### src/rtl/fetch_queue.sv
// Circular {pc, instruction} buffer between fetch and decode. The oldest entry is presented
// show-ahead to the decoder, and a flush empties the queue in a single cycle.
module fetch_queue #(
  parameter int unsigned ADDR  = 32,
  parameter int unsigned INST  = 32,
  parameter int unsigned DEPTH = 8,
  localparam int unsigned CNT  = $clog2(DEPTH) + 1
) (
  input  logic            clk,
  input  logic            reset,
  input  logic            flush,
  input  logic            fetch_e_,
  input  logic [ADDR-1:0] fetch_pc,
  input  logic [INST-1:0] fetch_inst,
  input  logic            stall,
  output logic            inst_e_,
  output logic [ADDR-1:0] inst_pc,
  output logic [INST-1:0] inst,
  output logic            full,
  output logic            almost_full,
  output logic [CNT-1:0]  count,
  output logic            ovf
);

  localparam int unsigned PW = $clog2(DEPTH);
  localparam logic [CNT-1:0] DepthC   = CNT'(DEPTH);
  localparam logic [CNT-1:0] DepthM1C = CNT'(DEPTH - 1);

  logic [ADDR-1:0] r_pc   [DEPTH];
  logic [INST-1:0] r_inst [DEPTH];
  logic [PW-1:0]   r_head;
  logic [PW-1:0]   r_tail;
  logic [CNT-1:0]  r_count;
  logic            r_ovf;

  logic w_empty;
  logic w_full;
  logic w_enq;
  logic w_deq;

  assign w_empty = (r_count == '0);
  assign w_full  = (r_count == DepthC);
  // Full refuses enqueue even when a dequeue happens this cycle, so stall never reaches enq.
  assign w_enq   = !fetch_e_ && !w_full && !flush;
  assign w_deq   = !w_empty && !stall && !flush;

  always_ff @(posedge clk) begin
    if (reset) begin
      r_head  <= '0;
      r_tail  <= '0;
      r_count <= '0;
      r_ovf   <= 1'b0;
    end else if (flush) begin
      r_head  <= '0;
      r_tail  <= '0;
      r_count <= '0;
    end else begin
      if (w_enq) r_tail <= r_tail + 1'b1;
      if (w_deq) r_head <= r_head + 1'b1;
      if (w_enq && !w_deq) begin
        r_count <= r_count + 1'b1;
      end else if (!w_enq && w_deq) begin
        r_count <= r_count - 1'b1;
      end
      if (!fetch_e_ && w_full) r_ovf <= 1'b1;
    end
  end

  // Storage needs no reset; occupancy alone decides what is visible.
  always_ff @(posedge clk) begin
    if (!reset && w_enq) begin
      r_pc[r_tail]   <= fetch_pc;
      r_inst[r_tail] <= fetch_inst;
    end
  end

  always_comb begin
    inst_e_ = 1'b1;
    inst_pc = '0;
    inst    = '0;
    if (!w_empty) begin
      inst_e_ = 1'b0;
      inst_pc = r_pc[r_head];
      inst    = r_inst[r_head];
    end
  end

  assign full        = w_full;
  assign almost_full = (r_count >= DepthM1C);
  assign count       = r_count;
  assign ovf         = r_ovf;

endmodule

### config.mk
export PLATFORM = sky130hd
export DESIGN_NAME = fetch_queue
export DESIGN_NICKNAME = d
export VERILOG_FILES = /design/src/rtl/fetch_queue.sv
export SDC_FILE = /design/constraint.sdc
export NUM_CORES = 1
export LEC_CHECK = 0
export ABC_AREA = 0
export ABC_CLOCK_PERIOD_IN_PS = 11200
export CAP_MARGIN = 20
export CELL_PAD_IN_SITES_DETAIL_PLACEMENT = 2
export CELL_PAD_IN_SITES_GLOBAL_PLACEMENT = 2
export CORE_MARGIN = 10
export CORE_UTILIZATION = 46
export DETAILED_ROUTE_END_ITERATION = 10
export HOLD_SLACK_MARGIN = 0.08
export PLACE_DENSITY_LB_ADDON = 0.1
export SYNTH_ARGS = -nofsm -noshare
export SYNTH_HDL_FRONTEND = slang
export SYNTH_SLANG_ARGS = --single-unit
### constraint.sdc
create_clock -name clk -period 11.2 [get_ports clk]
set_input_delay 2.24 -clock clk [delete_from_list [all_inputs] [get_ports clk]]
set_output_delay 2.24 -clock clk [all_outputs]
set_load 0.05 [all_outputs]
==> results of run 1 <==
==> cells by family (layout without fill, tap and decap cells) <==
| group | count (synthesis) | in the layout | share of synthesized area, % |
|---|---|---|---|
| other cells | 0 | 1 | 0 |
| flops | 526 | 526 | 77.9 |
| xor+xnor | 5 | 5 | 0.218 |
| compound gates | 9 | 9 | 0.274 |
| buf+inv | 50 | 263 | 1.37 |
| simple gates | 104 | 104 | 2.21 |
| mux | 194 | 194 | 17.6 |
| fa+ha+maj | 6 | 6 | 0.411 |
==> final cells by class <==
cell class                      instances  area [sq um]  share of cell area (%)
Sequential cell                       526         15700                    65.6
Multi-Input combinational cell        318          4230                    17.7
Timing Repair Buffer                  161          1570                    6.58
Clock buffer                           60          1350                    5.66
Tap cell                              585           732                    3.07
Clock inverter                         38           312                    1.30
Inverter                                4          15.0                  0.0629
Antenna cell                            1          2.50                  0.0105
==> flip-flops by register name, summed over array words and instances (netlist names), named ones only <==
register	cells
r_pc	256
r_head	3
ovf	1
r_tail	3
count	4
r_inst	256
==> layer usage <==
metal  up-vias  routed length (um)  global-route usage (%)
met1      5293               22500                    26.3
met4         6                 960                    4.97
met5         -                  54                       0
met2       229               27200                    34.6
li1       4044                   -                       -
met3        58                2330                    3.55
==> through the flow <==
stage                     hold slack (ps)  setup WS, ps  area, sq um  std cells
after detailed placement              458          5230        22200       1594
after global routing                  540          4350        23900       1693
after floorplan                       490          1390        20100        894
after CTS                             479          4600        23900       1692
final                                 476          4720        23900       1693
after global placement                458          5280        22200       1593
==> cell usage in the layout (no fill, tap or decap), types with 4 or more instances in the layout <==
master           instances
mux4_2                 128
edfxtp_1               512
clkdlybuf4s50_1        140
clkbuf_16               53
nor2_1                  79
a21oi_1                  5
mux2i_1                 66
dfxtp_1                 11
bufinv_16                5
inv_1                    4
ha_1                     5
clkinv_1                12
clkinv_2                18
clkbuf_1                 7
nand2_1                  6
buf_4                   20
==> power groups by stage <==
stage          registers (mW)  logic (mW)  clock network (mW)
3_5_place_dp             2.22       0.304                   0
4_1_cts                  2.18       0.308                1.78
2_1_floorplan            2.22       0.167                   0
6_report                 2.18       0.303                1.75
5_1_grt                  2.18       0.321                1.87
3_3_place_gp             2.22       0.296                   0
==> path summary, 6_finish.rpt <==
| kind | end | slack (ps) | depth (start not counted) |
|---|---|---|---|
| max reg2reg | r_pc[5][1] | 7830 | 6 |
| min | ovf | 480 | 2 |
| min reg2reg | ovf | 480 | 2 |
| max | inst[12] | 4720 | 5 |
==> critical path, delay by kind of cell (launching register included) <==
kind                   cells  cell delay [ps]
muxes                      2              830
and+or+nand+nor            1               90
DFF                        1             1020
buffers and inverters      2             1610
==> flow_metrics.tcl, run 1 <==
set metrics [dict create \
    finalWirelength_um 53100 \
    antenna_found_initial 3 \
    intPower_mw 3.25 \
    p_sw_mw 0.983 \
    hold_buffers 0 \
    cts.repair.resized 0 \
    htreeDepth 2 \
    cts_tree "done" \
    dpl.hpwl_um 28800 \
    post-synth-top-area-fraction_pct 76.5 \
    grt_max_degree 59 \
    ys_warn_count 0 \
    synth_top_area_cell "edfxtp_1" \
    yosysMostFrequentCell "edfxtp_1" \
    synth_cell_types 31 \
    rows 76 \
    vias_per_cell 5.69 \
    wl_per_cell_um 31.3 \
    cap_violations 0 \
    p_comb_share_pct 7.1 \
    finalCritPeriodShare_pct 57.9 \
    max-slew-margin-rel_pct 27.2 \
    clock_latency_ps 630 \
    sw_frac_of_total_pct 23.2 \
    die_h_um 229 \
    io_pins 141 \
    start_util_pct 46.6 \
    syn_area_sq_mm 0.0201 \
    syn_nets 969 \
    slowest_delay_ps 1020 \
    first_pass_iters 5 \
    dieWidth_um 229 \
    areaGrowthSynthToFinish_pct 18.8 \
    path_cells "buf_4 -> mux4_2 -> mux2i_1 -> nor2_1 -> clkdlybuf4s50_1" \
    grt_pass1_wl_um 78700 \
    yosys-top-cells-count "edfxtp_1, mux4_2, nor2_1" \
    powerDensity_mw_per_mm2 177 \
    start_kind "flop" \
    slew_viol_final 0 \
    clock-root-buffer "clkbuf_16" \
    worst-path-max-fanout 47 \
    async_flop_share_pct 0 \
    irDropWorstVdd_uv 141 \
    core_sq_mm 0.0432 \
    outcome "finished clean" \
    p_total_mw 4.24 \
    hold_class "flop to flop" \
    r2r_start "count[0]" \
    drive_above_1_share_pct 22.0 \
    overflow 0 \
    fillCellCount 3659 \
    postCtsSetupBuffers 0 \
    setup_viol 0 \
    final_hold_viol_count 0 \
    fin_util_pct 55.3 \
    antenna_left 0 \
    numClockSinks 526 \
    port_buffers 140 \
    seq_area_frac_synth_pct 77.9 \
    cts.path.max_buffers 3 \
    period_needed_ps 6480 \
    slowest_stage "dfxtp_4" \
    grt_pass1_vias 11244 \
    ys_top_cells_by_area "edfxtp_1, mux4_2, mux2i_1, nor2_1, dfxtp_1" \
    syn_area_per_cell_sq_um 22.5 \
    cp.required_ps 8960 \
    synth_edf_count 512 \
    fmax_mhz 154 \
    synth-seq-cells 526 \
    critPathCaptureType "output port" \
    drc 0 \
    skew_ps 38.3 \
    fin_nets 1139 \
    design.die.area_sq_mm 0.0525 \
    seqPwrFrac_pct 51.4 \
    cts_buffers 53 \
    worst_slew_pin_slew_ps 1090 \
    cts.clk_slew.worst_paths_ps 100 \
    p_clk_share_pct 41.4 \
    p_leak_nw 7.22 \
    synth_ff_type "edfxtp_1" \
    postSynthCellCount 894 \
    worst_ep_arrival_time_ps 4240 \
    critPathKind "flop to output port" \
    gp_congestion 0.674 \
    initialDrtViolationCount 772 \
    grt_usage_pct 20.2 \
    grt_setup_unrepaired "false" \
    hp-start "ovf" \
    finalSetupTns_ps 0 \
    dr_total_vias 9630 \
]
Power figures use the tool's default switching activity.
==> run 2: changes to the inputs <==
Settings changed: ABC_CLOCK_PERIOD_IN_PS 11200 to 6400.
Clock period 11.2 ns to 6.4 ns, I/O delays scaled along.
==> run 2 against run 1 <==
Against the previous run: wire length decreased by 0.54%; final area increased by 0.47%; via count decreased by 0.42%; clock power increased by 73%; first-iteration DRC count increased by 20%; clock skew decreased by 19 ps; total power increased by 74%; final cell count increased by 0.41%; utilization increased by 0.26 points; non-clock buffer count increased by 3; worst setup slack got worse by 3200 ps; largest cell class unchanged.
==> flow_metrics.tcl, run 2 (synthesis gave the netlist of run 1 again) <==
set metrics [dict create \
    hp-start "ovf" \
    dieWidth_um 229 \
    start_kind "flop" \
    numClockSinks 526 \
    final_cells 1700 \
    io_pins 141 \
    fmax_mhz 203 \
    setup_viol 0 \
    dpl.hpwl_um 29900 \
    outcome "finished clean" \
    critPathCaptureType "output port" \
    hold_class "flop to flop" \
    cp.required_ps 5120 \
    cts.clk_slew.worst_paths_ps 60 \
    gp_congestion 0.687 \
    worst_ep_arrival_time_ps 3640 \
    met2_usage_pct 34.6 \
    core_sq_mm 0.0432 \
    grt_use_met1_pct 26.5 \
    critPathKind "flop to output port" \
    worst-path-max-fanout 66 \
    place_ws_ps 2070 \
    max-slew-margin-rel_pct 27.5 \
    gr-usage-met3_pct 3.88 \
    cts_tree "done" \
    finalWirelength_um 52800 \
    overflow 0 \
    first_pass_iters 5 \
    postCtsSetupBuffers 0 \
    die_h_um 229 \
    fin_nets 1144 \
    hold_buffers 0 \
    rows 76 \
    worst_slew_pin_slew_ps 1090 \
    initialDrtViolationCount 929 \
    busiest_layer "met2" \
    final_cell_mix "edfxtp_1, clkdlybuf4s50_1, mux4_2" \
    mostFrequentLayoutCell "edfxtp_1" \
    antenna_left 0 \
    finalSetupTns_ps 0 \
    slew_viol_final 0 \
    irDropWorstVdd_uv 255 \
    clock-root-buffer "clkbuf_16" \
    final_hold_viol_count 0 \
    finalCritPeriodShare_pct 76.9 \
    cts.repair.resized 0 \
    grt_pass1_vias 11219 \
    powerDensity_mw_per_mm2 307 \
    fillCellCount 3655 \
    drc 0 \
    grt_usage_pct 20.3 \
    cts_buffers 55 \
    grt_pass1_wl_um 79200 \
    period_needed_ps 4920 \
    clock_latency_ps 610 \
    timing.final.ws_setup_ps 1480 \
    start_util_pct 46.6 \
    skew_ps 19.4 \
    design.die.area_sq_mm 0.0525 \
    fin_util_pct 55.6 \
    grt_max_degree 67 \
    drive_above_1_share_pct 21.2 \
    htreeDepth 2 \
    cts.path.max_buffers 3 \
    placed_cells 1597 \
    r2r_start "count[0]" \
    grt_setup_unrepaired "false" \
    areaGrowthSynthToFinish_pct 19.4 \
    port_buffers 140 \
    p_leak_nw 7.23 \
    dr_total_vias 9590 \
    cap_violations 0 \
    antenna_found_initial 5 \
    vias_per_cell 5.64 \
    wl_per_cell_um 31.0 \
]
==> run 2: changes by cell type in the layout (fill, tap and decap cells not counted), sizes merged <==
cell	before	now
clkbuf	60	74
clkinv	31	23
buf	21	24
bufinv	5	2
diode	1	3
inv	6	5
==> run 2: where the power goes <==
group          switching [mW]  internal, mW
Clock                    1.33          1.70
Sequential             0.0142          3.80
Combinational           0.352         0.178
==> run 2: worst max-delay path: stages (launching register included) <==
cell and delay, ps:
dfxtp_4 1010, buf_12 370, mux4_2 260, mux2i_1 80, nor2_1 280, clkdlybuf4s50_1 880
==> run 2: final timing paths <==
kind,endpoint,slack (ps),depth (start not counted)
max,inst_pc[29],1480,5
min,ovf,500,2
max reg2reg,r_pc[7][8],3320,6
min reg2reg,ovf,500,2
==> run 2: layout make-up <==
class	count	area, sq um	share of cell area (%)
Clock buffer	74	1490	6.21
Tap cell	585	732	3.05
Clock inverter	26	166	0.694
Antenna cell	3	7.51	0.0313
Timing Repair Buffer	164	1670	6.96
Sequential cell	526	15700	65.3
Inverter	4	15.0	0.0626
Multi-Input combinational cell	318	4250	17.7
==> run 2: layer usage <==
metal | vias to the layer above | wire length [um]
met4 | 4 | 939
li1 | 4063 | -
met1 | 5201 | 22400
met5 | - | 26
met3 | 73 | 2410
met2 | 249 | 27000
==> run 2: through the flow <==
stage | power (mW) | cell area [sq um] | hold slack, ps
after global placement | 4.40 | 22300 | 466
after detailed placement | 4.42 | 22300 | 497
final | 7.37 | 24000 | 502
after global routing | 7.60 | 24000 | 575
after CTS | 7.44 | 24000 | 515
after floorplan | 4.18 | 20100 | 490
